<file path="src/rtl/tick_debounce.sv">
// Debounces one asynchronous input against a periodic tick: the synchronised level must hold
// for STABLE_TICKS counted ticks before the clean level flips, with one-cycle rise/fall pulses.
module tick_debounce #(
    parameter int STABLE_TICKS = 4,
    parameter int SYNC_STAGES  = 2
) (
    input  logic clk,
    input  logic rst_n,
    input  logic tick,
    input  logic raw_in,
    output logic level_out,
    output logic rise,
    output logic fall,
    output logic busy
);

    localparam int CW = $clog2(STABLE_TICKS + 1);

    typedef enum logic [1:0] {
        ST_LOW       = 2'd0,
        ST_PEND_HIGH = 2'd1,
        ST_HIGH      = 2'd2,
        ST_PEND_LOW  = 2'd3
    } state_t;

    state_t                 state_q;
    state_t                 state_d;
    logic [CW-1:0]          cnt_q;
    logic [CW-1:0]          cnt_d;
    logic [SYNC_STAGES-1:0] sync_q;
    logic                   s_s;
    logic [CW:0]            cnt_inc_s;
    logic                   cnt_done_s;
    logic                   rise_d;
    logic                   fall_d;
    logic                   level_q;
    logic                   rise_q;
    logic                   fall_q;
    logic                   busy_q;

    assign s_s        = sync_q[SYNC_STAGES-1];
    assign cnt_inc_s  = {1'b0, cnt_q} + {{CW{1'b0}}, 1'b1};
    assign cnt_done_s = (cnt_inc_s == (CW + 1)'(STABLE_TICKS));

    // Metastability synchroniser for the raw input.
    always_ff @(posedge clk or negedge rst_n) begin
        if (!rst_n) begin
            sync_q <= {SYNC_STAGES{1'b0}};
        end else begin
            sync_q <= {sync_q[SYNC_STAGES-2:0], raw_in};
        end
    end

    // Next-state logic; a level change back to the settled value abandons qualification
    // even when a tick arrives in the same cycle.
    always_comb begin
        state_d = state_q;
        cnt_d   = cnt_q;
        rise_d  = 1'b0;
        fall_d  = 1'b0;
        case (state_q)
            ST_LOW: begin
                if (s_s) begin
                    state_d = ST_PEND_HIGH;
                    cnt_d   = {CW{1'b0}};
                end else begin
                    state_d = ST_LOW;
                end
            end
            ST_PEND_HIGH: begin
                if (!s_s) begin
                    state_d = ST_LOW;
                    cnt_d   = {CW{1'b0}};
                end else if (tick) begin
                    if (cnt_done_s) begin
                        state_d = ST_HIGH;
                        cnt_d   = {CW{1'b0}};
                        rise_d  = 1'b1;
                    end else begin
                        cnt_d = cnt_inc_s[CW-1:0];
                    end
                end else begin
                    state_d = ST_PEND_HIGH;
                end
            end
            ST_HIGH: begin
                if (!s_s) begin
                    state_d = ST_PEND_LOW;
                    cnt_d   = {CW{1'b0}};
                end else begin
                    state_d = ST_HIGH;
                end
            end
            ST_PEND_LOW: begin
                if (s_s) begin
                    state_d = ST_HIGH;
                    cnt_d   = {CW{1'b0}};
                end else if (tick) begin
                    if (cnt_done_s) begin
                        state_d = ST_LOW;
                        cnt_d   = {CW{1'b0}};
                        fall_d  = 1'b1;
                    end else begin
                        cnt_d = cnt_inc_s[CW-1:0];
                    end
                end else begin
                    state_d = ST_PEND_LOW;
                end
            end
            default: begin
                state_d = ST_LOW;
                cnt_d   = {CW{1'b0}};
            end
        endcase
    end

    // State, counter and registered outputs derived from the next state.
    always_ff @(posedge clk or negedge rst_n) begin
        if (!rst_n) begin
            state_q <= ST_LOW;
            cnt_q   <= {CW{1'b0}};
            level_q <= 1'b0;
            rise_q  <= 1'b0;
            fall_q  <= 1'b0;
            busy_q  <= 1'b0;
        end else begin
            state_q <= state_d;
            cnt_q   <= cnt_d;
            level_q <= (state_d == ST_HIGH) || (state_d == ST_PEND_LOW);
            rise_q  <= rise_d;
            fall_q  <= fall_d;
            busy_q  <= (state_d == ST_PEND_HIGH) || (state_d == ST_PEND_LOW);
        end
    end

    assign level_out = level_q;
    assign rise      = rise_q;
    assign fall      = fall_q;
    assign busy      = busy_q;

endmodule
</file>
<file path="config.mk">
export PLATFORM = sky130hd
export DESIGN_NAME = tick_debounce
export DESIGN_NICKNAME = d
export VERILOG_FILES = /design/src/rtl/tick_debounce.sv
export SDC_FILE = /design/constraint.sdc
export NUM_CORES = 1
export LEC_CHECK = 0
export CAP_MARGIN = 10
export CORE_AREA = 2 2 39 41
export DETAILED_ROUTE_END_ITERATION = 12
export DIE_AREA = 0 0 41 43
export GPL_ROUTABILITY_DRIVEN = 0
export PLACE_DENSITY = 0.57
export REMOVE_ABC_BUFFERS = 1
export SYNTH_ARGS = -nofsm -noshare
export SYNTH_HDL_FRONTEND = slang
export SYNTH_SLANG_ARGS = --single-unit
export TNS_END_PERCENT = 30
</file>
<file path="constraint.sdc">
create_clock -name clk -period 1.54 [get_ports clk]
set_input_delay 0.308 -clock clk [delete_from_list [all_inputs] [get_ports clk]]
set_output_delay 0.308 -clock clk [all_outputs]
set_load 0.02 [all_outputs]
</file>
==> metrics.yaml, run 1 <==
detailed_routing:
  drtIter0Drc: 2
  vias: 292
  dr.pass1.iters: 2
  wl_um: 659
  drt-vias-per-instance: 5.03
  drc: 0
  drtAntennaViolNets: 0
  wl_per_cell_um: 11.4
clock_tree:
  cts.path.max_buffers: 2
  cts_buffers: 3
  cts_setup_buffers: 0
  cts_tree: "done"
  ctsHoldBuffers: 0
  htree_levels: 1
  insertion_delay_ps: 250
  cts_resized: 1
  cts.reportedPaths.clkPinSlew_ps: 60
  cts.sinks: 10
  cts-root-buf: "clkbuf_4"
setup_path:
  cp-end-kind: "primary output"
  timing.critical_path.depth: 1
  cp.required_ps: 1230
  crit_fanout: 1
  ff2ff_setup_slack_ps: 260
  critical_path.endpoint: "fall"
  slowest_stage: "clkdlybuf4s50_1"
  reg2regPathDepth: 3
  crit_family: "buffers and inverters"
  worst-path-buf-inv: 1
  arrival_ps: 1180
  r2r_start: "cnt_q[0]"
  critPathKind: "flip-flop to primary output"
  path_cells: "clkdlybuf4s50_1"
  crit_start: "fall"
  crit-reg2reg-capture: "level_out"
  cp_slowest_stage_delay_ps: 600
  start_kind: "flip-flop"
die:
  die_y_um: 43
  die_w_um: 41
  fp-row-count: 14
  start_util: 0.295
  core_um2: 1380
  die-area_um2: 1760
  num_io_pins: 8
sta:
  rsz0062_at_grt: "no"
  slew_violations: 0
  setup_viol_count_final: 0
  min_period_over_period: 0.963
  finClkSkew_ps: 4.83
  tns_ps: 0
  fin_ws_ps: 56.6
  hold_viol_final: 0
  max_slew_margin: 0.722
  tightest_slew_ps: 416
  max_freq_mhz: 674
  period_needed_ps: 1480
place:
  portBuffers: 7
  placedCellCount: 55
  place_ws_ps: 101
  hpwlAfterDp_um: 540
yosys:
  synth-seq-cells: 10
  synthCells: 31
  syn_avg_cell_area_um2: 13.2
  synth_area_um2: 408
  yosysWarnings: 0
  seq_area_frac_synth: 0.613
  synth_cell_type_count: 16
pwr:
  finalPower_uw: 517
  peakVddDrop_mv: 0.379
  powerDensity_nw_per_um2: 982
  p_leak_nw: 0.226
global_routing:
  grt_util_all_layers: 0.106
  antenna_found_initial: 0
  grt_first_pass_wirelength_mm: 1.24
  overflow: 0
  grt_pass1_vias: 322
  grt_max_degree: 11
layout:
  area_growth_pct: 29.1
  mostFrequentLayoutCells: "dfrtp_1 (10), clkdlybuf4s50_1 (6), nand2_1 (3), clkbuf_4 (3)"
  antenna_cells: 0
  nets: 49
  drive_above_1_share: 0.190
  finalNonFillerCells: 58
  final_common_cell: "dfrtp_1"
flow_run:
  max-cap-violations: 0
status:
  status: "complete, no violations"
hold_path:
  holdCritPathClass: "input pin to async pin"
==> routing by layer <==
| layer | track usage | vias to the layer above | part of all wire |
|---|---|---|---|
| li1 | - | 138 | - |
| met1 | 0.114 | 148 | 0.42 |
| met2 | 0.163 | 6 | 0.53 |
| met3 | 0.0471 | 0 | 0.047 |
| met4 | 0.0600 | 0 | 0 |
| met5 | 0 | - | 0 |
==> per-stage QoR <==
stage / util / hold slack, ps / cell area, um2
3_3_place_gp: 0.365 / 343 / 505
4_1_cts: 0.381 / 365 / 527
6_report: 0.381 / 356 / 527
3_5_place_dp: 0.365 / 342 / 505
5_1_grt: 0.381 / 379 / 527
2_1_floorplan: - / 12.4 / 408
==> registers in the layout (all words and copies together) (netlist names) <==
signal / count
cnt_q: 3
rise: 1
sync_q: 2
state_q: 1
fall: 1
busy: 1
level_out: 1
==> synth_stat cells <==
cell type   n  area share
nand4b_1    2       0.043
nor2b_1     1       0.015
nor2_1      1      0.0092
xor2_2      1       0.040
nand2b_1    1       0.015
inv_1       1      0.0092
dfrtp_1    10        0.61
o2bb2ai_1   2       0.043
o311ai_0    1       0.021
and2_2      2       0.037
a31oi_1     1       0.015
nand2_1     3       0.028
nand4_1     1       0.015
mux2_2      1       0.028
ha_1        1       0.031
nor3b_1     2       0.037
==> how the worst min path moves through the flow <==
stage / slack [ps] / from / end
6_report: 360 / rst_n / rise
5_1_grt: 380 / sync_q[0] / sync_q[1]
4_1_cts: 360 / rst_n / rise
3_5_place_dp: 340 / sync_q[0] / sync_q[1]
3_3_place_gp: 340 / sync_q[0] / sync_q[1]
2_1_floorplan: 10 / rst_n / busy
==> layout make-up <==
| type | instances | area [um2] |
|---|---|---|
| Clock buffer | 3 | 22.5 |
| Fill cell | 130 | 857 |
| Inverter | 1 | 3.75 |
| Multi-Input combinational cell | 20 | 154 |
| Sequential cell | 10 | 250 |
| Tap cell | 16 | 20.0 |
| Timing Repair Buffer | 8 | 76.3 |
==> power by group <==
| part | internal, mW | total [mW] | switching, mW |
|---|---|---|---|
| Combinational | 0.0315 | 0.0630 | 0.0315 |
| Clock | 0.0893 | 0.162 | 0.0727 |
| Sequential | 0.278 | 0.292 | 0.0143 |
| Total | 0.399 | 0.517 | 0.118 |
==> kinds of logic (layout without fill, tap and decap cells) <==
| group | count (synthesis) | in the layout | share of synthesized area |
|---|---|---|---|
| adder cells (fa/ha/maj) | 1 | 1 | 0.0307 |
| XOR/XNOR | 1 | 1 | 0.0399 |
| AND/OR/NAND/NOR | 13 | 13 | 0.199 |
| multiplexers | 1 | 1 | 0.0276 |
| flip-flops | 10 | 10 | 0.613 |
| AO/OA/AOI/OAI | 4 | 4 | 0.0798 |
| buffers and inverters | 1 | 12 | 0.00919 |
Note: power is estimated with default switching activity, not from simulation.
==> inputs of run 2 (changes only) <==
--- a/config.mk
+++ b/config.mk
@@ -7,6 +7,7 @@
 export LEC_CHECK = 0
 export CAP_MARGIN = 10
 export CORE_AREA = 2 2 39 41
+export CTS_CLUSTER_SIZE = 20
 export DETAILED_ROUTE_END_ITERATION = 12
 export DIE_AREA = 0 0 41 43
 export GPL_ROUTABILITY_DRIVEN = 0
==> results of run 2 <==
No change in the layout: final DEF, timing and power equal those of run 1.
==> inputs of run 3 (changes only) <==
--- a/config.mk
+++ b/config.mk
@@ -11,7 +11,9 @@
 export DETAILED_ROUTE_END_ITERATION = 12
 export DIE_AREA = 0 0 41 43
 export GPL_ROUTABILITY_DRIVEN = 0
+export HOLD_SLACK_MARGIN = 0.03
 export PLACE_DENSITY = 0.57
+export RECOVER_POWER = 50
 export REMOVE_ABC_BUFFERS = 1
 export SYNTH_ARGS = -nofsm -noshare
 export SYNTH_HDL_FRONTEND = slang
==> run 3 against run 2 <==
- global-route usage unchanged
- critical endpoint unchanged
- clock skew hardly changed
- maximum frequency about the same
- sequential power barely moved
- sequential share of layout area did not move
- non-clock buffer count is the same
- hold slack better by 8.1 ps
- critical path depth is the same
==> metrics.yaml, run 3 (synthesized netlist as in run 1, its figures left out) <==
clock_tree:
  cts_setup_buffers: 0  # unchanged
  cts_tree: "done"
  cts.path.max_buffers: 2  # unchanged
  cts.sinks: 10  # unchanged
  cts_resized: 1  # unchanged
  cts_buffers: 3  # unchanged
  ctsHoldBuffers: 0  # unchanged
  insertion_delay_ps: 250  # about the same
  cts.reportedPaths.clkPinSlew_ps: 50  # about the same
  htree_levels: 1  # unchanged
  cts-root-buf: "clkbuf_4"
layout:
  area_growth_pct: 29.1  # unchanged
  fillerInstances: 130  # unchanged
  mostFrequentLayoutCells: "dfrtp_1 (10), clkdlybuf4s50_1 (4), nand2_1 (3), clkbuf_4 (3)"
  nets: 49  # unchanged
  final_common_cell: "dfrtp_1"
  drive_above_1_share: 0.190  # unchanged
  top_register: "cnt_q"
  utilization: 0.381  # unchanged
  largest_reg_flops: 3  # unchanged
  antenna_cells: 0  # unchanged
  reg.largest.list: "cnt_q (3), sync_q (2)"
sta:
  tightest_slew_ps: 421  # +5.10 ps
  tns_ps: 0  # unchanged
  setup_viol_count_final: 0  # unchanged
  finClkSkew_ps: 4.81  # -0.0207 ps
  hold_viol_final: 0  # unchanged
  period_needed_ps: 1480  # +0.0295 ps
  hold_ws_ps: 364  # +8.12 ps
  rsz0062_at_grt: "no"
  max_slew_margin: 0.719  # -0.00346
  min_period_over_period: 0.963  # about the same
  slew_violations: 0  # unchanged
  max_freq_mhz: 674  # about the same
setup_path:
  path_cells: "clkdlybuf4s50_1"
  cp_slowest_stage_delay_ps: 600  # about the same
  cp.required_ps: 1230  # about the same
  cp-end-kind: "primary output"
  arrival_ps: 1180  # about the same
  start_kind: "flip-flop"
  worst-path-buf-inv: 1  # unchanged
  timing.critical_path.depth: 1  # unchanged
  reg2regPathDepth: 3  # unchanged
  crit_family: "buffers and inverters"
  crit_fanout: 1  # unchanged
  slowest_stage: "clkdlybuf4s50_1"
  critPathKind: "flip-flop to primary output"
pwr:
  peakVddDrop_mv: 0.379  # about the same
  p_leak_nw: 0.226  # +0.23%
  p_clk_frac: 0.314  # about the same
  finalPower_uw: 516  # -0.19%
  swShare: 0.229  # +0.000470
  p_int_uw: 398  # -0.25%
  powerDensity_nw_per_um2: 980  # -0.19%
  pwr-share-comb: 0.120  # -0.002
  power_switching_uw: 118  # about the same
  seq_power_share: 0.566  # about the same
die:
  die_w_um: 41  # unchanged
  start_util: 0.295  # unchanged
  die_y_um: 43  # unchanged
  fp-row-count: 14  # unchanged
  num_io_pins: 8  # unchanged
  die-area_um2: 1760  # unchanged
  core_um2: 1380  # unchanged
hold_path:
  hold_path_depth: 0
  holdCritPathClass: "flip-flop to flip-flop"
global_routing:
  overflow: 0  # unchanged
  grt_first_pass_wirelength_mm: 1.24  # unchanged
  grt_pass1_vias: 322  # unchanged
  antenna_found_initial: 0  # unchanged
  grt_max_degree: 11  # unchanged
  grt_util_all_layers: 0.106  # unchanged
status:
  status: "complete, no violations"
detailed_routing:
  wl_um: 659  # unchanged
  drc: 0  # unchanged
  drt-vias-per-instance: 5.03  # unchanged
  drtAntennaViolNets: 0  # unchanged
  wl_per_cell_um: 11.4  # unchanged
  dr.pass1.iters: 2  # unchanged
  drtIter0Drc: 2  # unchanged
  vias: 292  # unchanged
flow_run:
  max-cap-violations: 0  # unchanged
place:
  portBuffers: 7  # unchanged
  hpwlAfterDp_um: 540  # unchanged
-- run 3: cell types whose count changed in the layout (fill, tap and decap cells not counted), sizes merged --
cell / delta
clkdlybuf4s50: -2
dlygate4sd3: +2
-- run 3: cell type report --
cell class,instances,area (um2),area share
flip-flops and latches,10,250,0.475
repair buffers,8,76.3,0.145
inverters,1,3.75,0.00713
well taps,16,20.0,0.0380
clock buffers,3,22.5,0.0428
multi-input cells,20,154,0.292
-- run 3: final timing paths --
kind                            from   endpoint  slack (ps)
max                             fall       fall          60
min in group asynchronous      rst_n       rise         430
max reg2reg                 cnt_q[0]  level_out         260
min reg2reg                sync_q[0]  sync_q[1]         360
max in group asynchronous      rst_n       fall         820
min                        sync_q[0]  sync_q[1]         360
-- run 3: metal layers --
metal  track usage  vias up  part of all wire  routed length [um]
li1              -      138                 -                   -
met1         0.114      148              0.42                 276
met2         0.163        6              0.53                 351
met3        0.0471        0             0.047                  31
met4        0.0600        0                 0                   0
met5             0        -                 0                   0
-- run 3: through the flow --
stage | cells | setup WS (ps) | instance area (um2)
2_1_floorplan | 31 | 341 | 408
3_3_place_gp | 55 | 121 | 505
4_1_cts | 58 | 35.2 | 527
5_1_grt | 58 | 14.1 | 527
6_report | 58 | 56.5 | 527
3_5_place_dp | 55 | 101 | 505
-- run 3: power by group through the flow --
stage | combinational (mW) | clock, mW | sequential (mW)
finish | 0.0620 | 0.162 | 0.292
global route | 0.0698 | 0.193 | 0.294
CTS | 0.0641 | 0.172 | 0.292
detailed placement | 0.0652 | 0 | 0.297
global placement | 0.0617 | 0 | 0.296
floorplan | 0.0275 | 0 | 0.300
